## src/rtl/rxc_translation_layer.sv

```systemverilog
// RC (AXI-Stream requester completion) to RXC packet interface translation.
// Two registered skid stages (the input one optional) with a framing FSM
// between them that derives start/end flags, end offset and packet error.

`ifndef SIG_RC_TUSER_W
`define SIG_RC_TUSER_W 85
`endif

// Two-entry skid register: in_ready_o depends only on registered state.
module rxc_skid_reg #(
  parameter int W = 8
) (
  input  logic         clk_i,
  input  logic         srst_i,
  input  logic         in_valid_i,
  output logic         in_ready_o,
  input  logic [W-1:0] in_data_i,
  output logic         out_valid_o,
  output logic [W-1:0] out_data_o,
  input  logic         out_ready_i
);

  logic         out_valid_q, out_valid_d;
  logic [W-1:0] out_data_q, out_data_d;
  logic         skid_valid_q, skid_valid_d;
  logic [W-1:0] skid_data_q, skid_data_d;

  // Accept whenever the spill slot is free; the main register may still be
  // stalled, in which case the new beat parks in the spill slot.
  assign in_ready_o  = ~skid_valid_q;
  assign out_valid_o = out_valid_q;
  assign out_data_o  = out_data_q;

  // Next-state: refill the output from the spill slot first, then from input.
  always_comb begin
    out_valid_d  = out_valid_q;
    out_data_d   = out_data_q;
    skid_valid_d = skid_valid_q;
    skid_data_d  = skid_data_q;
    if (out_ready_i || !out_valid_q) begin
      if (skid_valid_q) begin
        out_valid_d  = 1'b1;
        out_data_d   = skid_data_q;
        skid_valid_d = 1'b0;
      end else begin
        out_valid_d = in_valid_i;
        if (in_valid_i) begin
          out_data_d = in_data_i;
        end
      end
    end else if (in_valid_i && !skid_valid_q) begin
      skid_valid_d = 1'b1;
      skid_data_d  = in_data_i;
    end
  end

  // State registers; reset empties both entries and zeroes the data.
  always_ff @(posedge clk_i) begin
    if (srst_i) begin
      out_valid_q  <= 1'b0;
      out_data_q   <= '0;
      skid_valid_q <= 1'b0;
      skid_data_q  <= '0;
    end else begin
      out_valid_q  <= out_valid_d;
      out_data_q   <= out_data_d;
      skid_valid_q <= skid_valid_d;
      skid_data_q  <= skid_data_d;
    end
  end

endmodule

module rxc_translation_layer #(
  parameter int C_PCI_DATA_WIDTH = 128,
  parameter int C_PIPELINE_INPUT = 1,
  parameter int C_DISC_BIT       = 42,
  parameter int C_SOF_BIT        = 32
) (
  input  logic                          CLK,
  input  logic                          RST_IN,
  input  logic                          M_AXIS_RC_TVALID,
  output logic                          M_AXIS_RC_TREADY,
  input  logic                          M_AXIS_RC_TLAST,
  input  logic [C_PCI_DATA_WIDTH-1:0]   M_AXIS_RC_TDATA,
  input  logic [C_PCI_DATA_WIDTH/32-1:0] M_AXIS_RC_TKEEP,
  input  logic [`SIG_RC_TUSER_W-1:0]    M_AXIS_RC_TUSER,
  input  logic                          RXC_DATA_READY,
  output logic                          RXC_DATA_VALID,
  output logic [C_PCI_DATA_WIDTH-1:0]   RXC_DATA,
  output logic                          RXC_DATA_START_FLAG,
  output logic [((C_PCI_DATA_WIDTH/32) <= 2 ? 1 : $clog2(C_PCI_DATA_WIDTH/32))-1:0] RXC_DATA_START_OFFSET,
  output logic                          RXC_DATA_END_FLAG,
  output logic [((C_PCI_DATA_WIDTH/32) <= 2 ? 1 : $clog2(C_PCI_DATA_WIDTH/32))-1:0] RXC_DATA_END_OFFSET,
  output logic                          RXC_DATA_ERROR
);

  localparam int C_DW     = C_PCI_DATA_WIDTH;
  localparam int C_KEEP_W = C_PCI_DATA_WIDTH / 32;
  localparam int C_OFF_W  = (C_KEEP_W <= 2) ? 1 : $clog2(C_KEEP_W);
  // Stage 1 carries data, keep, last, and the two TUSER bits we inspect.
  localparam int C_S1_W   = C_DW + C_KEEP_W + 1 + 2;
  // Stage 2 carries data, start, end offset, end, error.
  localparam int C_S2_W   = C_DW + 1 + C_OFF_W + 1 + 1;

  localparam logic [0:0] ST_IDLE  = 1'b0;
  localparam logic [0:0] ST_INPKT = 1'b1;

  logic                rst_done_q;
  logic                in_valid_gated;
  logic                s1_in_ready;
  logic                s2_in_ready;
  logic                f_valid;
  logic [C_S1_W-1:0]   s1_in_payload;
  logic [C_S1_W-1:0]   f_payload;
  logic [C_DW-1:0]     f_data;
  logic [C_KEEP_W-1:0] f_keep;
  logic [C_KEEP_W-1:0] f_keep_inc;
  logic                f_last;
  logic                f_disc;
  logic                f_sof;
  logic                f_fire;
  logic                f_start;
  logic                f_keep_contig;
  logic                f_beat_err;
  logic                f_sticky_eff;
  logic                f_err_out;
  logic [C_OFF_W-1:0]  f_end_off;
  logic [0:0]          state_q, state_d;
  logic                sticky_q, sticky_d;
  logic [C_S2_W-1:0]   s2_in_payload;
  logic [C_S2_W-1:0]   s2_out_payload;
  logic                unused_tuser;

  // Only the discontinue and SOF bits matter here; the rest is ignored.
  assign unused_tuser = ^M_AXIS_RC_TUSER;

  // Holds TREADY low during reset and for the first cycle after it.
  always_ff @(posedge CLK) begin
    if (RST_IN) begin
      rst_done_q <= 1'b0;
    end else begin
      rst_done_q <= 1'b1;
    end
  end

  assign in_valid_gated   = M_AXIS_RC_TVALID & rst_done_q;
  assign M_AXIS_RC_TREADY = rst_done_q & s1_in_ready;
  assign s1_in_payload    = {M_AXIS_RC_TDATA, M_AXIS_RC_TKEEP, M_AXIS_RC_TLAST,
                             M_AXIS_RC_TUSER[C_DISC_BIT], M_AXIS_RC_TUSER[C_SOF_BIT]};

  generate
    if (C_PIPELINE_INPUT != 0) begin : g_in_stage
      rxc_skid_reg #(.W(C_S1_W)) u_in_stage (
        .clk_i       (CLK),
        .srst_i      (RST_IN),
        .in_valid_i  (in_valid_gated),
        .in_ready_o  (s1_in_ready),
        .in_data_i   (s1_in_payload),
        .out_valid_o (f_valid),
        .out_data_o  (f_payload),
        .out_ready_i (s2_in_ready)
      );
    end else begin : g_in_wires
      assign s1_in_ready = s2_in_ready;
      assign f_valid     = in_valid_gated;
      assign f_payload   = s1_in_payload;
    end
  endgenerate

  // Framing works on beats as they move into the output stage; order is
  // preserved, so this is equivalent to advancing on accepted input beats.
  assign f_data  = f_payload[C_S1_W-1 -: C_DW];
  assign f_keep  = f_payload[3 +: C_KEEP_W];
  assign f_last  = f_payload[2];
  assign f_disc  = f_payload[1];
  assign f_sof   = f_payload[0];
  assign f_fire  = f_valid & s2_in_ready;
  assign f_start = (state_q == ST_IDLE);

  // keep & (keep+1) is zero exactly when keep has the form 0..01..1.
  assign f_keep_inc    = f_keep + C_KEEP_W'(1);
  assign f_keep_contig = ((f_keep & f_keep_inc) == '0);

  // Highest enabled dword of the beat.
  always_comb begin
    f_end_off = '0;
    for (int i = 0; i < C_KEEP_W; i++) begin
      if (f_keep[i]) begin
        f_end_off = C_OFF_W'(i);
      end
    end
  end

  assign f_beat_err   = f_disc
                      | (f_sof != f_start)
                      | (f_keep == '0)
                      | (f_last ? ~f_keep_contig : ~(&f_keep));
  // A start beat discards whatever error history a prior packet left.
  assign f_sticky_eff = f_start ? 1'b0 : sticky_q;
  assign f_err_out    = f_last & (f_sticky_eff | f_beat_err);

  // Next-state for the framing FSM and the per-packet sticky error.
  always_comb begin
    state_d  = state_q;
    sticky_d = sticky_q;
    if (f_fire) begin
      state_d  = f_last ? ST_IDLE : ST_INPKT;
      sticky_d = f_last ? 1'b0 : (f_sticky_eff | f_beat_err);
    end
  end

  // Framing FSM and sticky error registers.
  always_ff @(posedge CLK) begin
    if (RST_IN) begin
      state_q  <= ST_IDLE;
      sticky_q <= 1'b0;
    end else begin
      state_q  <= state_d;
      sticky_q <= sticky_d;
    end
  end

  assign s2_in_payload = {f_data, f_start, (f_last ? f_end_off : {C_OFF_W{1'b0}}),
                          f_last, f_err_out};

  rxc_skid_reg #(.W(C_S2_W)) u_out_stage (
    .clk_i       (CLK),
    .srst_i      (RST_IN),
    .in_valid_i  (f_valid),
    .in_ready_o  (s2_in_ready),
    .in_data_i   (s2_in_payload),
    .out_valid_o (RXC_DATA_VALID),
    .out_data_o  (s2_out_payload),
    .out_ready_i (RXC_DATA_READY)
  );

  assign RXC_DATA              = s2_out_payload[C_S2_W-1 -: C_DW];
  assign RXC_DATA_START_FLAG   = s2_out_payload[C_OFF_W + 2];
  assign RXC_DATA_END_OFFSET   = s2_out_payload[2 +: C_OFF_W];
  assign RXC_DATA_END_FLAG     = s2_out_payload[1];
  assign RXC_DATA_ERROR        = s2_out_payload[0];
  // Dword-aligned completions always start at dword 0.
  assign RXC_DATA_START_OFFSET = '0;

endmodule

```

## config.mk

```make
export PLATFORM = sky130hd
export DESIGN_NAME = rxc_translation_layer
export DESIGN_NICKNAME = d
export VERILOG_FILES = /design/src/rtl/rxc_translation_layer.sv
export SDC_FILE = /design/constraint.sdc
export NUM_CORES = 1
export LEC_CHECK = 0
export CAP_MARGIN = 10
export CORE_UTILIZATION = 40
export CTS_BUF_LIST = sky130_fd_sc_hd__clkbuf_2 sky130_fd_sc_hd__clkbuf_4 sky130_fd_sc_hd__clkbuf_8
export DETAILED_ROUTE_END_ITERATION = 10
export DONT_BUFFER_PORTS = 1
export GPL_ROUTABILITY_DRIVEN = 0
export HOLD_SLACK_MARGIN = 0.1
export PLACE_DENSITY_LB_ADDON = 0.3
export SLEW_MARGIN = 40
export SYNTH_ARGS = -nofsm -noshare
export SYNTH_HDL_FRONTEND = slang
export SYNTH_HIERARCHICAL = 1
export SYNTH_SLANG_ARGS = --single-unit
export TNS_END_PERCENT = 5
```

## constraint.sdc

```tcl
create_clock -name CLK -period 2 [get_ports CLK]
set_input_delay 0.1 -clock CLK [delete_from_list [all_inputs] [get_ports CLK]]
set_output_delay 0.1 -clock CLK [all_outputs]
set_load 0.01 [all_outputs]
```

==> impl_metrics.json, run 1 <==
{
  "drv_slew": 143,
  "synthArstFlopShare_pct": 0,
  "slowest_stage": "dlygate4sd3_1",
  "fin_crit_sh_pct": 94.6,
  "htree_levels": 3,
  "power_density_nw_per_um2": 907,
  "leakage_nw": 7.92,
  "slew_headroom_pct": -13.8,
  "criticalPathCategory": "flop to flop",
  "syn-cell-area_sq_um": 22200,
  "finish.instance_area_sq_um": 26100,
  "muxShareOfSynthArea_pct": 12.1,
  "synthTopCellsByArea": "dfxtp_1 49%, a21oi_1 12%, mux2i_1 12%, nand2_1 9.1%, a211oi_2 6.8%",
  "cts_tree": "yes",
  "vias": 17800,
  "start_util_pct": 40.4,
  "synth-adder-area-share_pct": 0,
  "synth_top_cells_by_count": "543 x dfxtp_1, 540 x a21oi_1, 537 x nand2_1",
  "synth_top_cell_by_area": "dfxtp_1",
  "io_buffers": 0,
  "violations": "negative hold slack, max-slew violations",
  "vias_per_cell": 5.40,
  "grt_pass1_wl_um": 95600,
  "setup-violations-final": 0,
  "finalSetupTns_ps": 0,
  "synth_top_family_by_area": "compound AO/OA/AOI/OAI gates",
  "setup_ws_ps": 107,
  "chipHeight_um": 238,
  "cp_slowest_stage_delay_ps": 560,
  "grtUsageTotal_pct": 21.2,
  "antenna_found_initial": 13,
  "min_path_type": "primary input to flop",
  "outcome": "complete, but fails checks",
  "area_growth_pct": 17.2,
  "hpwl_um": 33800,
  "hold_violations": 240,
  "syn_inst": 2434,
  "final_nets": 2680,
  "grt-ovfl-total": 0,
  "wl_per_cell_um": 18.8,
  "end_kind": "flop",
  "synth-xor-area-share_pct": 0,
  "dr.pass1.iters": 7,
  "path_cells": "inv_4 -> a21oi_1 -> a311oi_1 -> dlygate4sd3_1 -> dlygate4sd3_1",
  "maxCapViolCount": 0,
  "holdWs_ps": -480,
  "cts-root-buf": "clkbuf_8",
  "cp.arrival_ps": 2460,
  "clkSinkCount": 543,
  "synth_edf_count": 0,
  "grt_start_max_net_pins": 544,
  "fmaxAchievable_mhz": 528,
  "grt_pass1_vias": 17000,
  "ys_ff_latch": 543,
  "max-vdd-ir-drop_v": 0.000694,
  "cp_max_fo": 8,
  "ant_nets": 0,
  "first_iter_violations": 1183,
  "ys_warn_count": 6,
  "dieArea_sq_um": 56600,
  "post-route-min-period_ps": 1890,
  "design.portCount": 359,
  "yosysUniqueCellTypes": 30,
  "rsz0062_at_grt": "false",
  "final_layout_size_suffix_gt1_share_pct": 13.3,
  "synthFlopType": "dfxtp_1",
  "crit_required_ps": 2560,
  "core_sq_um": 55000,
  "place_ws_ps": 216,
  "synth_top_area_share_pct": 48.9,
  "yosys.cell_count.top_type": "dfxtp_1",
  "clock_skew_ps": 32.3,
  "synth-simple-area-share_pct": 9.82,
  "worstMarginPinSlew_ps": 1710,
  "synth_compound_area_share_pct": 24.1,
  "die_w_um": 238,
  "clk_pin_slew_ps": 60,
  "cts_buffers": 93,
  "drc_errors": 0,
  "cts_buffer_depth": 3,
  "cpMostUsedCell": "dlygate4sd3_1",
  "avgSynthCellArea_sq_um": 9.14,
  "place_area_sq_um": 22600,
  "yosysSeqAreaShare_pct": 48.9,
  "finalWirelength_um": 61800,
  "clk_latency_ps": 690,
  "core.rowCount": 86,
  "start_kind": "flop"
}
==> layout make-up <==
class	count	area, sq um
repair buffers	171	1890
fillers	5135	28900
clock buffers	154	1890
diodes	11	27.5
well taps	748	936
clock inverters	13	126
multi-input cells	1645	10300
flip-flops and latches	543	10900
inverters	4	17.5
==> flip-flops by register name (all words and copies together) (netlist names) <==
name and count:
g_in_stage.u_in_stage/out_valid_o 1, state_q 1, u_out_stage/out_valid_o 1, u_out_stage/skid_valid_q 1, u_out_stage/out_data_o 133, u_out_stage/skid_data_q 133
g_in_stage.u_in_stage/skid_data_q 135, g_in_stage.u_in_stage/skid_valid_q 1, rst_done_q 1, g_in_stage.u_in_stage/out_data_o 135, sticky_q 1
==> worst paths after layout <==
path	from	end	slack, ps	depth (start not counted)
max	u_out_stage/skid_valid_q$_SDFFE_PP0P_	state_q$_SDFFE_PP0P_	110	5
min	RST_IN	u_out_stage/out_data_o[116]$_SDFFE_PP0P_	-480	1
max reg2reg	u_out_stage/skid_valid_q$_SDFFE_PP0P_	state_q$_SDFFE_PP0P_	110	5
min reg2reg	g_in_stage.u_in_stage/out_data_o[122]$_SDFFE_PP0P_	u_out_stage/skid_data_q[120]$_SDFFE_PP0P_	440	2
==> power by group <==
group | leakage (nW) | total (W) | internal, W | switching (W)
Clock | 1.07 | 0.0107 | 0.00621 | 0.00453
Combinational | 2.43 | 0.00139 | 0.000652 | 0.000733
Sequential | 4.42 | 0.0115 | 0.0112 | 0.000364
Total | 7.92 | 0.0237 | 0.0180 | 0.00563
==> through the flow <==
| stage | std cells | util [%] | total power (W) | hold slack (ps) |
|---|---|---|---|---|
| floorplan | 2435 | - | 0.0127 | 175 |
| global placement | 2972 | 41.2 | 0.0128 | 208 |
| detailed placement | 2972 | 41.2 | 0.0129 | 208 |
| CTS | 3259 | 47.0 | 0.0239 | -577 |
| global route | 3286 | 47.4 | 0.0246 | -538 |
| finish | 3289 | 47.4 | 0.0237 | -480 |
==> critical path: cells and delay by family, from the launching register on <==
family / cells / cell delay (ps)
buf+inv: 3 / 1190
flops: 1 / 420
compound gates: 2 / 170
==> metal layers <==
layer  track usage [%]  wire length, um
met3              7.20             4800
met2              33.3            28000
met4              6.86             1290
met1              27.1            27700
met5                 0               55
==> layout by cell type (no fill, tap or decap), types with 2 or more instances in the layout <==
| cell | count |
|---|---|
| a211oi_1 | 149 |
| nor2_1 | 3 |
| a211oi_2 | 120 |
| dfxtp_4 | 2 |
| nor2b_1 | 2 |
| nor3_1 | 2 |
| dlygate4sd3_1 | 136 |
| clkbuf_4 | 36 |
| mux2i_1 | 268 |
| dfxtp_1 | 541 |
| conb_1 | 2 |
| nand2_1 | 537 |
| clkbuf_8 | 118 |
| buf_4 | 13 |
| inv_1 | 3 |
| clkinv_2 | 7 |
| or2_4 | 2 |
| clkinvlp_4 | 3 |
| buf_12 | 21 |
| and2_4 | 2 |
| and2_1 | 3 |
| a21oi_1 | 540 |
| diode_2 | 11 |
| nand3_1 | 2 |
| nand2b_4 | 2 |
| bufinv_16 | 2 |
| nand4bb_4 | 2 |
==> what timing repair did <==
action / in CTS / in global routing
setup buffers: 0 / 3
endpoints found under the hold margin: 543 / 539
resized for setup: 0 / 2
setup endpoints to repair: 0 / 1
hold buffers: 120 / 16
==> logic make-up (layout without fill, tap and decap cells) <==
logic type             count (synthesis)  in the layout
AO/OA/AOI/OAI                        813            813
buffers and inverters                247            342
flip-flops                           543            543
multiplexers                         268            268
other                                  1             13
AND/OR/NAND/NOR                      562            562
No activity file was read; power rests on OpenSTA's default activity.
==> run 2, diff against run 1 <==
==> constraint.sdc (replaced) <==
create_clock -name CLK -period 2 [get_ports CLK]
set_input_delay 0 -clock CLK [delete_from_list [all_inputs] [get_ports CLK]]
set_output_delay 0 -clock CLK [all_outputs]
set_load 0.01 [all_outputs]
==> impl_metrics.json, run 2 (synthesized netlist as in run 1, its figures left out) <==
{
  "power_density_nw_per_um2": 912,
  "final_layout_size_suffix_gt1_share_pct": 13.7,
  "first_iter_violations": 1190,
  "finalWirelength_um": 61500,
  "multi_input_area_sq_um": 10300,
  "slowest_stage": "nor4bb_4",
  "cp_max_fo": 83,
  "leakage_nw": 7.94,
  "clkSinkCount": 543,
  "chipHeight_um": 238,
  "whs_path_depth": 1,
  "cp_slowest_stage_delay_ps": 480,
  "max-vdd-ir-drop_v": 0.000636,
  "total_power_w": 0.0238,
  "outcome": "complete, but fails checks",
  "cts_buffer_depth": 3,
  "finalSetupTns_ps": 0,
  "fmaxAchievable_mhz": 530,
  "grtUsageTotal_pct": 21.3,
  "start_util_pct": 40.4,
  "drc_errors": 0,
  "worstReg2RegEnd": "g_in_stage.u_in_stage/skid_data_q[88]$_SDFFE_PP0P_",
  "vias": 17800,
  "vias_per_cell": 5.41,
  "design.portCount": 359,
  "hpwl_um": 33900,
  "ant_nets": 0,
  "seq_area_sq_um": 10900,
  "clk_pin_slew_ps": 60,
  "drv_slew": 0,
  "criticalPathCategory": "flop to flop",
  "clock_skew_ps": 27.3,
  "grt-ovfl-total": 0,
  "min_path_type": "primary input to flop",
  "slew_headroom_pct": 44.1,
  "worstMarginPinSlew_ps": 839,
  "cp.arrival_ps": 2460,
  "grt_pass1_wl_um": 96500,
  "rsz0062_at_grt": "true",
  "holdWs_ps": -549,
  "htree_levels": 3,
  "crit_family": "simple AND/OR/NAND/NOR gates",
  "antenna_found_initial": 12,
  "rrSetupSlack_ps": 110,
  "fillers": 5080,
  "crit_buf_inv": 1,
  "dr.pass1.iters": 6,
  "path_cells": "and2_1 -> nor4bb_4 -> buf_12 -> nand2_1 -> a21oi_1",
  "reg2reg_depth": 5,
  "setup-violations-final": 0,
  "final_cell_mix": "540 x a21oi_1, 540 x dfxtp_1, 537 x nand2_1, 268 x mux2i_1, 149 x a211oi_1",
  "min_from": "RST_IN",
  "violations": "negative hold slack",
  "hold_end": "u_out_stage/out_data_o[116]$_SDFFE_PP0P_",
  "clk_latency_ps": 670,
  "post-route-min-period_ps": 1890,
  "area_growth_pct": 17.3,
  "core.rowCount": 86,
  "dieArea_sq_um": 56600,
  "start_kind": "flop",
  "wl_per_cell_um": 18.7,
  "io_buffers": 0,
  "grt_pass1_vias": 17100,
  "cts_buffers": 98,
  "hold_violations": 540,
  "final_core_util_pct": 47.4,
  "end_kind": "flop",
  "r2r_start": "rst_done_q$_DFF_P_",
  "cts-root-buf": "clkbuf_8",
  "maxCapViolCount": 0,
  "core_sq_um": 55000,
  "grt_start_max_net_pins": 544,
  "die_w_um": 238,
  "cts_tree": "yes",
  "fin_crit_sh_pct": 94.4,
  "crit_required_ps": 2570,
  "final_nets": 2679
}
-- run 2: changes by cell type in the layout (fill, tap and decap cells not counted) --
cell / change
clkinv_2: +7
dlygate4sd3_1: -6
clkbuf_8: +5
diode_2: -4
clkbuf_4: -2
buf_12: +1
buf_4: -1
bufinv_16: -1
clkinvlp_4: +1
dfxtp_1: -1
dfxtp_2: +1
inv_6: -1
-- run 2: what timing repair did --
| item | CTS | global route |
|---|---|---|
| buffers inserted | 0 | 2 |
| endpoints found under the setup margin | 0 | 13 |
| hold buffers | 117 | 14 |
| resized for setup | 0 | 3 |
| hold endpoints to repair | 543 | 542 |
-- run 2: cell type report --
cell class                 count  share of cell area, %
clock inverter                19                  0.499
inverter                       4                 0.0672
sequential                   543                   41.7
multi-input combinational   1645                   39.5
tap                          748                   3.59
antenna                        7                 0.0672
timing repair buffer         165                   7.07
clock buffer                 157                   7.47
-- run 2: how the worst max path moves through the flow --
stage,from,to,slack [ps],cells after the start
after floorplan,u_out_stage/skid_valid_q$_SDFFE_PP0P_,g_in_stage.u_in_stage/skid_data_q[100]$_SDFFE_PP0P_,20,10
after global routing,rst_done_q$_DFF_P_,g_in_stage.u_in_stage/skid_data_q[88]$_SDFFE_PP0P_,-30,5
after CTS,g_in_stage.u_in_stage/out_valid_o$_SDFFE_PP0P_,state_q$_SDFFE_PP0P_,10,5
after global placement,rst_done_q$_DFF_P_,g_in_stage.u_in_stage/skid_data_q[88]$_SDFFE_PP0P_,230,5
after detailed placement,rst_done_q$_DFF_P_,g_in_stage.u_in_stage/skid_data_q[90]$_SDFFE_PP0P_,210,5
final,rst_done_q$_DFF_P_,g_in_stage.u_in_stage/skid_data_q[88]$_SDFFE_PP0P_,110,5
-- run 2: report_power, final --
group,switching [W],internal (W)
registers,0.000363,0.0112
clock network,0.00462,0.00627
logic,0.000728,0.000641
-- run 2: metrics by stage --
step	worst slack, ps	instance area [sq um]	instances	hold WS (ps)
floorplan	18.0	22200	2435	75.4
global placement	233	22700	2973	108
detailed placement	208	22700	2973	107
CTS	10.8	25900	3266	-641
global route	-31.6	26100	3285	-607
finish	113	26100	3288	-549
-- run 2: routing by layer --
metal	global-route usage (%)	routed length (um)	up-vias
met2	33.7	28500	420
met3	7.12	4980	101
met5	0	75	-
met4	6.67	1000	12
met1	27.1	26900	8632
li1	-	-	8623
